### src/rtl/atm_key_entry.sv
// -----------------------------------------------------------------------------
// atm_key_entry
//
// Keypad front end for an ATM. Collects a 4-digit account number and a
// single-digit PIN, requests authentication from the ATM core, and tracks the
// resulting session. Too many rejected PINs lock the terminal until reset.
// Long keypad inactivity during digit entry abandons the transaction.
//
// Parameters
//   MAX_TRIES      rejected PIN attempts that lock the terminal
//   TIMEOUT        idle clk cycles tolerated during account/PIN entry
//
// Ports
//   clk            single clock, rising edge
//   rst            synchronous active-high reset
//   card_inserted  card present level
//   key_valid      one-cycle strobe qualifying key_code
//   key_code       0-9 digit, A ENTER, B CLEAR, C CANCEL, D-F illegal
//   auth_valid     one-cycle strobe carrying the core's verdict
//   auth_ok        verdict, qualified by auth_valid
//   accNumber      assembled account number (registered)
//   pin            entered PIN digit (registered)
//   auth_req       one-cycle pulse: accNumber/pin are ready for the core
//   session_active high while authenticated
//   locked         high after MAX_TRIES rejected PINs
//   entry_error    one-cycle pulse on a rejected key, overflow or timeout
//   state          current FSM state code
// -----------------------------------------------------------------------------
module atm_key_entry #(
    parameter int MAX_TRIES = 3,
    parameter int TIMEOUT   = 1000
) (
    input  logic        clk,
    input  logic        rst,
    input  logic        card_inserted,
    input  logic        key_valid,
    input  logic [3:0]  key_code,
    input  logic        auth_valid,
    input  logic        auth_ok,
    output logic [11:0] accNumber,
    output logic [3:0]  pin,
    output logic        auth_req,
    output logic        session_active,
    output logic        locked,
    output logic        entry_error,
    output logic [2:0]  state
);

    localparam int TMR_W = $clog2(TIMEOUT + 1);
    localparam int TRY_W = $clog2(MAX_TRIES + 1);

    // Timer value seen on the cycle whose idle edge completes TIMEOUT cycles.
    localparam logic [TMR_W-1:0] TMR_LAST  = TMR_W'(TIMEOUT - 1);
    localparam logic [TRY_W-1:0] TRY_LIMIT = TRY_W'(MAX_TRIES);

    localparam logic [3:0] KEY_ENTER  = 4'hA;
    localparam logic [3:0] KEY_CLEAR  = 4'hB;
    localparam logic [3:0] KEY_CANCEL = 4'hC;

    typedef enum logic [2:0] {
        S_IDLE      = 3'd0,
        S_ACC_ENTRY = 3'd1,
        S_PIN_ENTRY = 3'd2,
        S_AUTH_WAIT = 3'd3,
        S_SESSION   = 3'd4,
        S_LOCKED    = 3'd5
    } state_t;

    state_t           state_q,          state_d;
    logic [13:0]      acc_q,            acc_d;
    logic [3:0]       pin_q,            pin_d;
    logic [2:0]       cnt_q,            cnt_d;
    logic [TMR_W-1:0] timer_q,          timer_d;
    logic [TRY_W-1:0] tries_q,          tries_d;
    logic             auth_req_q,       auth_req_d;
    logic             entry_error_q,    entry_error_d;
    logic             session_active_q, session_active_d;
    logic             locked_q,         locked_d;

    logic             is_digit;
    logic             is_illegal;
    logic [13:0]      acc_shift;
    logic [TRY_W-1:0] tries_inc;

    assign is_digit   = (key_code <= 4'd9);
    assign is_illegal = (key_code > KEY_CANCEL);
    // 4 digits reach at most 9999, so 14 bits hold the value before the
    // range check against the 12-bit account field.
    assign acc_shift  = acc_q * 14'd10 + {10'd0, key_code};
    assign tries_inc  = tries_q + TRY_W'(1);

    // -------------------------------------------------------------------------
    // Next-state logic
    // -------------------------------------------------------------------------
    always_comb begin
        // NOTE: every _d signal gets a default before any branch so no path
        // leaves it unassigned and infers a latch.
        state_d       = state_q;
        acc_d         = acc_q;
        pin_d         = pin_q;
        cnt_d         = cnt_q;
        timer_d       = '0;
        tries_d       = tries_q;
        auth_req_d    = 1'b0;
        entry_error_d = 1'b0;

        // Card removal abandons any active transaction and wins over a key or
        // verdict arriving in the same cycle. LOCKED deliberately ignores it.
        if (!card_inserted &&
            (state_q inside {S_ACC_ENTRY, S_PIN_ENTRY, S_AUTH_WAIT, S_SESSION})) begin
            state_d = S_IDLE;
            acc_d   = '0;
            pin_d   = '0;
            cnt_d   = '0;
            tries_d = '0;
        end else begin
            case (state_q)
                S_IDLE: begin
                    acc_d = '0;
                    pin_d = '0;
                    cnt_d = '0;
                    if (card_inserted) begin
                        state_d = S_ACC_ENTRY;
                    end
                end

                S_ACC_ENTRY: begin
                    if (key_valid) begin
                        if (is_digit) begin
                            if (cnt_q < 3'd4) begin
                                acc_d = acc_shift;
                                cnt_d = cnt_q + 3'd1;
                            end else begin
                                entry_error_d = 1'b1;
                            end
                        end else if (key_code == KEY_ENTER) begin
                            if (cnt_q == 3'd4 && acc_q <= 14'd4095) begin
                                state_d = S_PIN_ENTRY;
                                cnt_d   = '0;
                            end else begin
                                entry_error_d = 1'b1;
                                acc_d         = '0;
                                cnt_d         = '0;
                            end
                        end else if (key_code == KEY_CLEAR) begin
                            acc_d = '0;
                            cnt_d = '0;
                        end else if (key_code == KEY_CANCEL) begin
                            state_d = S_IDLE;
                            acc_d   = '0;
                            pin_d   = '0;
                            cnt_d   = '0;
                        end else begin
                            entry_error_d = 1'b1;
                        end
                    end else if (timer_q == TMR_LAST) begin
                        state_d       = S_IDLE;
                        acc_d         = '0;
                        pin_d         = '0;
                        cnt_d         = '0;
                        entry_error_d = 1'b1;
                    end else begin
                        timer_d = timer_q + TMR_W'(1);
                    end
                end

                S_PIN_ENTRY: begin
                    if (key_valid) begin
                        if (is_digit) begin
                            // Single-digit PIN: later digits overwrite.
                            pin_d = key_code;
                            cnt_d = 3'd1;
                        end else if (key_code == KEY_ENTER) begin
                            if (cnt_q == 3'd1) begin
                                state_d    = S_AUTH_WAIT;
                                auth_req_d = 1'b1;
                            end else begin
                                entry_error_d = 1'b1;
                            end
                        end else if (key_code == KEY_CLEAR) begin
                            pin_d = '0;
                            cnt_d = '0;
                        end else if (key_code == KEY_CANCEL) begin
                            state_d = S_IDLE;
                            acc_d   = '0;
                            pin_d   = '0;
                            cnt_d   = '0;
                        end else if (is_illegal) begin
                            entry_error_d = 1'b1;
                        end
                    end else if (timer_q == TMR_LAST) begin
                        state_d       = S_IDLE;
                        acc_d         = '0;
                        pin_d         = '0;
                        cnt_d         = '0;
                        entry_error_d = 1'b1;
                    end else begin
                        timer_d = timer_q + TMR_W'(1);
                    end
                end

                S_AUTH_WAIT: begin
                    // Keys are dropped here, including one coinciding with
                    // the verdict.
                    if (auth_valid) begin
                        if (auth_ok) begin
                            state_d = S_SESSION;
                            tries_d = '0;
                        end else begin
                            tries_d = tries_inc;
                            pin_d   = '0;
                            cnt_d   = '0;
                            if (tries_inc == TRY_LIMIT) begin
                                state_d = S_LOCKED;
                            end else begin
                                state_d = S_PIN_ENTRY;
                            end
                        end
                    end
                end

                S_SESSION: begin
                    if (key_valid && key_code == KEY_CANCEL) begin
                        state_d = S_IDLE;
                        acc_d   = '0;
                        pin_d   = '0;
                        cnt_d   = '0;
                    end
                end

                S_LOCKED: begin
                    // Only reset leaves this state.
                end

                default: begin
                    // Unused encodings recover to IDLE.
                    state_d = S_IDLE;
                    acc_d   = '0;
                    pin_d   = '0;
                    cnt_d   = '0;
                    tries_d = '0;
                end
            endcase
        end

        // Status outputs follow the next state so they are registered
        // alongside it rather than decoded from state_q.
        session_active_d = (state_d == S_SESSION);
        locked_d         = (state_d == S_LOCKED);
    end

    // -------------------------------------------------------------------------
    // State registers
    // -------------------------------------------------------------------------
    always_ff @(posedge clk) begin
        // NOTE: non-blocking assignments so every flop samples pre-edge values,
        // independent of statement order.
        if (rst) begin
            state_q          <= S_IDLE;
            acc_q            <= '0;
            pin_q            <= '0;
            cnt_q            <= '0;
            timer_q          <= '0;
            tries_q          <= '0;
            auth_req_q       <= 1'b0;
            entry_error_q    <= 1'b0;
            session_active_q <= 1'b0;
            locked_q         <= 1'b0;
        end else begin
            state_q          <= state_d;
            acc_q            <= acc_d;
            pin_q            <= pin_d;
            cnt_q            <= cnt_d;
            timer_q          <= timer_d;
            tries_q          <= tries_d;
            auth_req_q       <= auth_req_d;
            entry_error_q    <= entry_error_d;
            session_active_q <= session_active_d;
            locked_q         <= locked_d;
        end
    end

    assign accNumber      = acc_q[11:0];
    assign pin            = pin_q;
    assign auth_req       = auth_req_q;
    assign session_active = session_active_q;
    assign locked         = locked_q;
    assign entry_error    = entry_error_q;
    assign state          = state_q;

endmodule

### config.mk
export PLATFORM = sky130hd
export DESIGN_NAME = atm_key_entry
export DESIGN_NICKNAME = d
export VERILOG_FILES = /design/src/rtl/atm_key_entry.sv
export SDC_FILE = /design/constraint.sdc
export NUM_CORES = 1
export LEC_CHECK = 0
export ABC_AREA = 1
export BUFFER_PORTS_ARGS = -buffer_cell sky130_fd_sc_hd__buf_4
export CAP_MARGIN = 20
export CORE_ASPECT_RATIO = 2
export CORE_MARGIN = 2
export CORE_UTILIZATION = 55
export DETAILED_ROUTE_END_ITERATION = 10
export PLACE_DENSITY_LB_ADDON = 0.1
export SETUP_SLACK_MARGIN = 0.1
export SLEW_MARGIN = 25
export SYNTH_ARGS = -nofsm -noshare
export SYNTH_HDL_FRONTEND = slang
export SYNTH_SLANG_ARGS = --single-unit
### constraint.sdc
create_clock -name clk -period 4.6 [get_ports clk]
set_input_delay 0.92 -clock clk [delete_from_list [all_inputs] [get_ports clk]]
set_output_delay 0.92 -clock clk [all_outputs]
set_load 0.005 [all_outputs]
Yosys cells after proc, flatten, opt, wreduce, memory -nomap -nowiden
Cells that the tools add are included.
Storage, ports and cells
  register bits: 40
  input port bits: 10
  output and inout bits: 23
  word-level logic and storage cells: 148
Cells by class
  add/subtract/negate cells: 4
  multiply operators: 1
  $lt $le $gt $ge: 4
  eq/ne operators: 26
  mux-type cells: 80
  bitwise operators: 7
  reductions and logical operators: 16
Operators by type and width (number)
  two-way mux 14 bit: 13
  two-way mux 3 bit: 30
  case mux 14 bit (4 select lines): 1
  two-way mux 4 bit: 13
  case mux 4 bit (5 select lines): 1
  inequality test 3 bit, second input constant: 6
  case mux 3 bit (6 select lines): 1
  two-way mux 1 bit: 16
  == test 3 bit, second input constant: 5
  case mux 3 bit (5 select lines): 1
  adder 14 x 4 -> 14 bit: 1
  less-or-equal comparator 14 x 12 -> 1 bit, second input constant: 1
  multiplier 14 x 3 -> 13 bit, second input constant: 1
  == test 4 bit, second input constant: 3
  adder 10 x 1 -> 10 bit, second input constant: 1
  == test 10 bit, second input constant: 1
  OR reduction 5 bit: 2
  AND reduction 8 bit: 1
  inverter 1 bit: 7
  AND reduction 7 bit: 1
  == test 3 x 1 -> 1 bit, second input constant: 2
  == test 3 x 2 -> 1 bit, second input constant: 2
  AND reduction 6 bit: 1
  OR reduction 2 bit: 3
  20 further kinds: 24

Logic depth before layout (Yosys ltp)
  word-level depth: 9
  gate-level depth with buffers: 16
  gate-level depth less buffers: 16

Least setup slack after synthesis
Ideal clock, no wire load.
  kind: reg2reg
  start: register acc_q[1]
  end: register acc_q[12]
  library setup time: 119 ps
  arrival: 2281 ps
  data required time: 4481 ps
  path slack: 2200 ps
  cell stages (with the launch flop): 17
  path buffers: 0
  clock period less this slack: 2400 ps
  path through: dfxtp_1 -> ha_1 -> ha_1 -> fa_1 -> nand2_1 -> inv_1 -> nand2_1 -> nor2_1 -> nand2_1 -> nor2_1 -> nand2_1 -> nor2_1 -> nand2_1 -> nand3_1 -> nand2_1 -> nand2_1 -> a21oi_1
On the way
  word-level cells in the longest chain between the ends: 6
  elaborated cells on any way between the ends: 10
  those cells by class: add/sub: 1; mul: 1; order compare: 1; eq/ne: 1; mux: 4; reduce/logical: 2
Ends and longest elaborated chain
  from (decl): line 70  | logic [13:0] acc_q, acc_d;
  from (signal assigned): line 260  | acc_q <= '0;
  from (signal assigned): line 271  | acc_q <= acc_d;
  multiplier 14 x 3 -> 13 bit: line 89  | assign acc_shift = acc_q * 14'd10 + {10'd0, key_code};
  adder 14 x 4 -> 14 bit: line 89
  two-way mux 14 bit: line 130  | if (cnt_q < 3'd4) begin
  two-way mux 14 bit: line 129  | if (is_digit) begin
  two-way mux 14 bit: line 128  | if (key_valid) begin
  case mux 14 bit (4 select lines): line 117  | case (state_q)
Several ways; a longest one is shown, not always the timed one. The select of a mux whose other input is x is not followed.
A chain may end at the register's enable or synchronous reset.

Worst setup path after layout
  start: register acc_q[1]
  end: register acc_q[10]
Same word-level chain as after synthesis.

==> metrics <==
drt first-iter violations 170; total negative slack for setup checks 0 ps; leakage dissipation 1.773 nW; via count of the first global-routing pass 3443; clock tree from TritonCTS yes; mapped cell area 3372 um^2; total of buffers placed on input and output ports 32; number of vias in the routed layout 3526; switching power of the nets 226.6 uW; unrepaired setup endpoints after global routing false; kind of start point of the critical path flip-flop; number of I/O pins 33; Die Area 6811 um^2; Sw Share 26.15%; residual overflow from global routing 0; Post-CTS Setup Bufs 0; first-pass GRT wire length 15100 um; drt total wl 9250 um; Internal Pwr Total 640.0 uW; average footprint of a synthesized cell 6.411 um^2; clock-pin slew of the registers on the worst-case setup and hold paths 60 ps; row count 40; TritonCTS Buffers 5; Post-CTS Hold Buffers 0; Final nets 586; Final Power 866.6 uW; GP Congestion 0.9853; Initial DRT Pass Iterations 5; core area 5956 um^2; TritonCTS Sinks 40; power per unit of standard cell area 231.4 nW/um^2; Pins Over Slew Limit 0; average detailed-routed wire length per instance 15.14 um; count of cell types in the netlist 44; worst min-delay path category flip-flop to flip-flop; period utilization 63.44%; routed vias/inst 5.771; Final Cell Area 3745 um^2; maximum capacitance violations 0; worst ir drop on vdd 0.2088 mV; width of the chip 59.37 um; category of the critical setup timing path flip-flop to flip-flop; count of endpoints failing setup in the final report 0; number of levels the H-tree was split into 2; post-detailed-placement cell area 3572 um^2; Worst Path Required 4820 ps; synthesis-to-finish area growth 11.06%; Resized cells post-CTS 0; part of the power in the clock network 47.3%; hold slack final 460.7 ps; Syn Nets 565; number of design rule violations left after detail routing 0; initial antenna violation count 0; post-layout utilization of the core 62.88%; Final Hold Fails 0; share of final-layout standard cells stronger than drive strength 1 12.77%; Slew @ Worst Pin 1006 ps; clock latency on the worst-skew pair 290 ps; timing-limited maximum frequency 342.6 MHz; Initial Utilization 56.62%; total number of yosys warnings 0; largest clock skew in the final design 8.732 ps; DP HPWL 7228 um; combinational group share of total power 11.9%; Max Root-Sink Buffers 2; number of register bits inferred by synthesis 40; element type at the critical path end flip-flop; register share of total power 40.8%; maximum number of pins on one net before global-route repair 22; number of instances in the synthesized netlist 526; run status finished clean; die outline height 114.7 um; Total GRT Usage 28.94%; data arrival time of the critical path 3140 ps; Max transition margin 32.59%; sequential area share after synthesis 23.75%; number of antenna diodes 0; Final ANT Viol Nets 0; Final min period 2918 ps; CTS Root Buffer Type sky130_fd_sc_hd__clkbuf_16; Max Fanout on Critical Path 5
-- worst paths after layout --
path,cells after the start,slack (ps),start,to
max reg2reg,15,1680,acc_q[1],acc_q[10]
min,1,460,timer_q[0],timer_q[0]
min reg2reg,1,460,timer_q[0],timer_q[0]
max,15,1680,acc_q[1],acc_q[10]
-- logic make-up after synthesis --
kind of cell,share of synthesized area (%)
xor gates and xnor gates,2.337
and+or+nand+nor,33.99
buffers and inverters,11.58
DFF,23.75
adders and majority gates,11.21
AOI/OAI and AO/OA,17.14
-- registers in the layout, summed over array words and instances, names as in the netlist --
register and flops:
state 3, tries_q 2, pin 4, acc_q 14
timer_q 10, auth_req 1, locked 1, entry_error 1
session_active 1, cnt_q 3
-- synthesized netlist by cell type (all sizes together) --
cell      n  area, um^2
clkbuf    1       3.750
o21bai    2       15.01
nand3b    3       22.52
a311oi    1       8.760
fa        2       40.04
nand3    36       197.7
ha       27       337.8
a21oi    44       224.0
buf      17       115.1
a21boi    2       15.02
o211ai    1       7.510
o31ai     1       21.27
or2       5       31.28
nor3b     2       15.01
a31o      1       8.760
xnor2     5       43.79
inv      71       271.5
nand2   131       514.2
nor4      2       27.53
nor3     13       81.33
o21ai    42       210.2
nor2     58       225.2
dfxtp    40       800.8
a211oi    2       15.01
o32ai     1       8.760
xor2      4       35.03
nand4     5       31.28
o22ai     1       6.260
a31oi     6       37.54
-- power by group through the flow --
stage	sequential, mW	combinational, mW	clock (mW)
after floorplan	0.360	0.0700	0
after global placement	0.361	0.100	0
after detailed placement	0.361	0.101	0
after CTS	0.354	0.101	0.419
after global routing	0.354	0.115	0.434
final	0.354	0.103	0.410
-- stage by stage --
| step | instances | setup WS, ps |
|---|---|---|
| 4_1_cts | 611 | 1739 |
| 3_5_place_dp | 603 | 1555 |
| 2_1_floorplan | 526 | 2200 |
| 3_3_place_gp | 603 | 1563 |
| 6_report | 611 | 1682 |
| 5_1_grt | 611 | 1451 |
-- final cells by class --
| cell class | count | area, um^2 |
|---|---|---|
| repair buffers | 32 | 240.2 |
| clock inverters | 3 | 47.55 |
| clock buffers | 5 | 125.1 |
| well taps | 63 | 78.83 |
| multi-input cells | 397 | 2181 |
| inverters | 71 | 271.5 |
| fillers | 579 | 2211 |
| flip-flops and latches | 40 | 800.8 |
-- placed cells by master, fill, tap and decap left out, types with 2 or more instances in the layout --
master                      Yosys  layout
sky130_fd_sc_hd__nand2_1      126     126
sky130_fd_sc_hd__nor3_1        11      11
sky130_fd_sc_hd__clkinv_4       0       2
sky130_fd_sc_hd__o21ai_0       34      34
sky130_fd_sc_hd__a31oi_1        6       6
sky130_fd_sc_hd__a211oi_1       2       2
sky130_fd_sc_hd__nand2_4        2       2
sky130_fd_sc_hd__inv_1         61      61
sky130_fd_sc_hd__nand2_2        3       3
sky130_fd_sc_hd__ha_1          27      27
sky130_fd_sc_hd__nand3b_1       3       3
sky130_fd_sc_hd__inv_2          8       8
sky130_fd_sc_hd__xnor2_1        5       5
sky130_fd_sc_hd__nor2_2         3       3
sky130_fd_sc_hd__nor2_1        55      55
sky130_fd_sc_hd__o21ai_1        8       8
sky130_fd_sc_hd__nand3_1       34      34
sky130_fd_sc_hd__xor2_1         4       4
sky130_fd_sc_hd__inv_4          2       2
sky130_fd_sc_hd__buf_4         12      32
sky130_fd_sc_hd__fa_1           2       2
sky130_fd_sc_hd__a21oi_1       43      43
sky130_fd_sc_hd__o21bai_1       2       2
sky130_fd_sc_hd__dfxtp_1       40      40
sky130_fd_sc_hd__or2_2          4       4
sky130_fd_sc_hd__clkbuf_16      0       5
sky130_fd_sc_hd__nor3b_1        2       2
sky130_fd_sc_hd__nand4_1        5       5
-- routing by layer --
| metal | share of wire, % | up-vias | global-route usage [%] |
|---|---|---|---|
| met5 | 0 | - | 0 |
| met4 | 7.0 | 0 | 21.36 |
| met3 | 4.1 | 48 | 4.387 |
| met2 | 52 | 120 | 51.87 |
| met1 | 37 | 1596 | 28.36 |
| li1 | - | 1762 | - |
-- critical path, stage by stage, from the launching register on --
cell	delay (ps)
sky130_fd_sc_hd__dfxtp_1	450
sky130_fd_sc_hd__ha_1	270
sky130_fd_sc_hd__ha_1	240
sky130_fd_sc_hd__fa_1	530
sky130_fd_sc_hd__nand2_1	60
sky130_fd_sc_hd__inv_1	60
sky130_fd_sc_hd__nand2_1	50
sky130_fd_sc_hd__nor2_1	140
sky130_fd_sc_hd__nand2_1	90
sky130_fd_sc_hd__nor2_1	160
sky130_fd_sc_hd__nand2_1	90
sky130_fd_sc_hd__nand2_1	60
sky130_fd_sc_hd__nand2_1	40
sky130_fd_sc_hd__o21ai_0	350
sky130_fd_sc_hd__nand2_1	110
sky130_fd_sc_hd__a21oi_1	140
Power figures use the tool's default switching activity.
